--- src/rtl/rally_controller.sv ---
// Ping-pong game sequencer: serve/rally/point/game-over flow and score keeping.
// All timing is counted in frame_tick pulses; outputs come from registered state.
module rally_controller #(
   parameter int WIN_SCORE   = 7,
   parameter int SCORE_W     = 4,
   parameter int SERVE_DELAY = 60,
   parameter int POINT_DELAY = 30,
   parameter int DLY_W       = 8
) (
   input  logic               sys_clock,
   input  logic               reset,
   input  logic               start,
   input  logic               frame_tick,
   input  logic               miss_l,
   input  logic               miss_r,
   output logic [SCORE_W-1:0] sc1,
   output logic [SCORE_W-1:0] sc2,
   output logic               reset_game,
   output logic               ball_en,
   output logic               serve_dir,
   output logic [1:0]         winner,
   output logic [2:0]         state
);

   typedef enum logic [2:0] {
      S_IDLE  = 3'd0,
      S_SERVE = 3'd1,
      S_RALLY = 3'd2,
      S_POINT = 3'd3,
      S_OVER  = 3'd4
   } state_t;

   localparam logic [DLY_W-1:0]   SD_LAST = DLY_W'(SERVE_DELAY - 1);
   localparam logic [DLY_W-1:0]   PD_LAST = DLY_W'(POINT_DELAY - 1);
   localparam logic [SCORE_W-1:0] WIN     = SCORE_W'(WIN_SCORE);

   state_t             r_state, w_state_nxt;
   logic [SCORE_W-1:0] r_sc1, w_sc1_nxt;
   logic [SCORE_W-1:0] r_sc2, w_sc2_nxt;
   logic               r_serve_dir, w_serve_dir_nxt;
   logic [1:0]         r_winner, w_winner_nxt;
   logic [DLY_W-1:0]   r_cnt, w_cnt_nxt;
   logic               r_start_q;
   logic               w_start_rise;
   logic               w_delay_st;

   assign w_start_rise = start & ~r_start_q;
   assign w_delay_st   = (r_state == S_SERVE) || (r_state == S_POINT);

   always_ff @(posedge sys_clock or posedge reset) begin
      if (reset) begin
         r_state     <= S_IDLE;
         r_sc1       <= '0;
         r_sc2       <= '0;
         r_serve_dir <= 1'b0;
         r_winner    <= 2'b00;
         r_cnt       <= '0;
         r_start_q   <= 1'b0;
      end else begin
         r_state     <= w_state_nxt;
         r_sc1       <= w_sc1_nxt;
         r_sc2       <= w_sc2_nxt;
         r_serve_dir <= w_serve_dir_nxt;
         r_winner    <= w_winner_nxt;
         r_cnt       <= w_cnt_nxt;
         r_start_q   <= start;
      end
   end

   always_comb begin
      w_state_nxt     = r_state;
      w_sc1_nxt       = r_sc1;
      w_sc2_nxt       = r_sc2;
      w_serve_dir_nxt = r_serve_dir;
      w_winner_nxt    = r_winner;
      w_cnt_nxt       = (frame_tick && w_delay_st) ? r_cnt + 1'b1 : r_cnt;
      unique case (r_state)
         S_IDLE, S_OVER: begin
            if (w_start_rise) begin
               w_state_nxt     = S_SERVE;
               w_sc1_nxt       = '0;
               w_sc2_nxt       = '0;
               w_serve_dir_nxt = 1'b0;
               w_winner_nxt    = 2'b00;
            end
         end
         S_SERVE: begin
            if (frame_tick && r_cnt == SD_LAST)
               w_state_nxt = S_RALLY;
         end
         S_RALLY: begin
            if (miss_l && miss_r) begin
               w_state_nxt = S_SERVE;
            end else if (miss_l) begin
               w_sc2_nxt       = r_sc2 + 1'b1;
               w_serve_dir_nxt = 1'b0;
               w_state_nxt     = S_POINT;
            end else if (miss_r) begin
               w_sc1_nxt       = r_sc1 + 1'b1;
               w_serve_dir_nxt = 1'b1;
               w_state_nxt     = S_POINT;
            end
         end
         S_POINT: begin
            if (frame_tick && r_cnt == PD_LAST) begin
               if (r_sc1 == WIN) begin
                  w_state_nxt  = S_OVER;
                  w_winner_nxt = 2'b01;
               end else if (r_sc2 == WIN) begin
                  w_state_nxt  = S_OVER;
                  w_winner_nxt = 2'b10;
               end else begin
                  w_state_nxt = S_SERVE;
               end
            end
         end
         default: w_state_nxt = S_IDLE;
      endcase
      // Every transition restarts the frame delay; an entry-cycle tick is dropped.
      if (w_state_nxt != r_state)
         w_cnt_nxt = '0;
   end

   assign sc1        = r_sc1;
   assign sc2        = r_sc2;
   assign serve_dir  = r_serve_dir;
   assign winner     = r_winner;
   assign state      = r_state;
   assign ball_en    = (r_state == S_RALLY);
   assign reset_game = (r_state != S_RALLY);

endmodule

--- config.mk ---
export PLATFORM = sky130hd
export DESIGN_NAME = rally_controller
export DESIGN_NICKNAME = d
export VERILOG_FILES = /design/src/rtl/rally_controller.sv
export SDC_FILE = /design/constraint.sdc
export NUM_CORES = 1
export LEC_CHECK = 0
export CAP_MARGIN = 20
export CORE_ASPECT_RATIO = 1.25
export CORE_MARGIN = 2
export CORE_UTILIZATION = 50
export CTS_BUF_LIST = sky130_fd_sc_hd__clkbuf_8
export DETAILED_ROUTE_END_ITERATION = 6
export PLACE_DENSITY = 0.75
export SYNTH_ARGS = -nofsm -noshare
export SYNTH_HDL_FRONTEND = slang
export SYNTH_SLANG_ARGS = --single-unit
export TNS_END_PERCENT = 100
--- constraint.sdc ---
create_clock -name sys_clock -period 2.7 [get_ports sys_clock]
set_input_delay 0.81 -clock sys_clock [delete_from_list [all_inputs] [get_ports sys_clock]]
set_output_delay 0.81 -clock sys_clock [all_outputs]
set_load 0.005 [all_outputs]
==> qor.csv <==
metric,value,unit
slew_headroom,75.3,%
cts.clk_slew.worst_paths,0.09,ns
wl_per_cell,14.9,um
hold_buffers,0,
worstSetupStartpointType,flop,
fin_crit,2.37,ns
synth_area_per_cell,10.1,sq um
ys_types,46,
wl_met1,1250,um
p_comb_share,37.1,%
swShare,35.9,%
grt_usage,21.5,%
core_area,0.00268,sq mm
ant_nets,0,
cts_tree,yes,
hp-class,reg2reg,
required,1.89,ns
die-area,0.00326,sq mm
hpwlAfterDp,2200,um
rrSetupSlack,0.99,ns
worst-slew-pin-transition,0.370,ns
rr_worst_depth,4,
diodes,0,
power,0.00118,W
routed_wl,2970,um
dp.cells,195,
p_int,0.000758,W
synth_nets,149,
power.share.clock,18.7,%
synth.area.top_cells,"dfrtp_1, xor2_1, nor2_1",
r2r_end,winner[1]$_DFFE_PP0P_,
synthArstFlopShare,100,%
setup_tns,0,ns
layout-drive-gt1-share,14.5,%
top_layer_used,met4,
power_frac_seq,44.2,%
crit_type,reg2out,
cts_made_buffers,3,
setup_viol,0,
final_max_slew_viol_count,0,
hold_ws,0.520,ns
ys_warn_count,0,
post_dp_cell_area,0.00167,sq mm
synthFlopType,dfrtp_1,
root_buffer,clkbuf_8,
synth-seq-area-share,40.9,%
io_pins,22,
wl_met2,1610,um
dieHeight,63.4,um
worstPathMaxFanout,6,
port_buffers,21,
clock_latency,0.27,ns
synthCells,139,
leakage,0.795,nW
htree_levels,1,
whs_endpoint,serve_dir$_DFFE_PP0P_,
power_per_cell_area,688,mW/mm^2
hold_viol,0,
drc,0,
cts_sinks,23,
arrival,1.56,ns
rows,21,
netlist_top_cells_count,"dfrtp_1, nor2_1, nand2_1, xor2_1, nand3_1",
fmax,0.422,GHz
area_growth_syn_to_layout,22.0,%
finalNetCount,176,
p_sw,0.000425,W
first_iter_violations,20,
cts_resized,0,
hold_depth,2,
cts_setup_buffers,0,
maxCapViolCount,0,
grt_pass1_wl,5380,um
wl_met3,92,um
grt_pass1_vias,1185,
final_area,0.00172,sq mm
min_from,serve_dir$_DFFE_PP0P_,
netlist_area,0.00141,sq mm
first_pass_iters,4,
yosysTopAreaCell,dfrtp_1,
overflow,0,
antenna_found_initial,0,
peakVddDrop,0.497,mV
r2r-start,r_cnt[5]$_DFFE_PP0P_,
outcome,finished clean,
synth-seq-cells,23,
dr_total_vias,1120,
final_cells,199,
place.gp.congestion,0.787,
layout_worst_path_cycle_share,87.8,%
grt_max_degree,16,
chipWidth,51.5,um
skew,0.00560,ns
cts.path.max_buffers,2,
rsz0062_at_grt,false,
crit_path_end_kind,primary output,
vias_per_cell,5.63,
initial_core_util,52.6,%
synth_edf_count,0,
yosys.area.top_type_share,40.9,%
yosysMostFrequentCell,dfrtp_1,
state kept, by name, indices dropped and copies added, names as in the netlist:
register / flops
state: 3
sc2: 4
sc1: 4
r_cnt: 8
serve_dir: 1
winner: 2
r_start_q: 1
power groups by stage:
stage,Combinational (W),Clock [W],Sequential [W]
floorplan,0.000295,0,0.000520
global placement,0.000430,0,0.000519
detailed placement,0.000441,0,0.000527
CTS,0.000443,0.000221,0.000520
global route,0.000492,0.000245,0.000540
finish,0.000439,0.000222,0.000523
layout by cell type, fill, tap and decap left out, types with 4 or more instances in the layout:
cell,instances
ha_1,4
buf_4,7
and3_1,4
inv_1,5
o21ai_0,5
a21oi_1,4
clkdlybuf4s50_1,21
dfrtp_1,23
nor2_1,14
nand4_1,4
nand2_1,10
xor2_1,7
nand3_1,6
xnor2_1,4
critical path: stages (launching register included):
cell	delay, ns
dfrtp_1	0.41
nor2b_4	0.17
nand2b_4	0.08
inv_2	0.12
clkdlybuf4s50_1	0.52
routing by layer:
metal / GRT usage [%] / up-vias
li1: - / 544
met4: 4.93 / 0
met1: 27.6 / 553
met5: 0 / -
met2: 37.8 / 21
met3: 2.84 / 2
kinds of logic after synthesis:
group / Yosys count / share of synthesized area [%]
AND/OR/NAND/NOR: 61 / 27.1
XOR/XNOR: 11 / 6.84
flip-flops: 23 / 40.9
AO/OA/AOI/OAI: 25 / 14.9
buffers and inverters: 12 / 4.53
adder cells (fa/ha/maj): 4 / 3.55
multiplexers: 3 / 2.22
area by class of cell:
type,instances,area (sq um)
Clock buffer,3,41.3
Clock inverter,1,5.00
Fill cell,223,961
Inverter,6,22.5
Multi-Input combinational cell,104,769
Sequential cell,23,576
Tap cell,34,42.5
Timing Repair Buffer,28,263
worst max path at each step:
stage / start / endpoint / slack (ns) / cells past startpoint
after CTS: state[2]$_DFF_PP0_ / ball_en / 0.33 / 4
after global placement: frame_tick / winner[1]$_DFFE_PP0P_ / 0.31 / 4
after floorplan: miss_r / r_cnt[1]$_DFFE_PP0P_ / 0.79 / 5
final: state[2]$_DFF_PP0_ / ball_en / 0.33 / 4
after global routing: state[2]$_DFF_PP0_ / ball_en / 0.26 / 4
after detailed placement: miss_r / r_cnt[1]$_DFFE_PP0P_ / 0.28 / 5
stage by stage:
step                      setup slack, ns  utilization [%]
after floorplan                     0.789                -
after global placement              0.305             62.4
after detailed placement            0.280             62.4
after CTS                           0.328             64.1
after global routing                0.258             64.1
final                               0.331             64.1
Note: power is estimated with default switching activity, not from simulation.
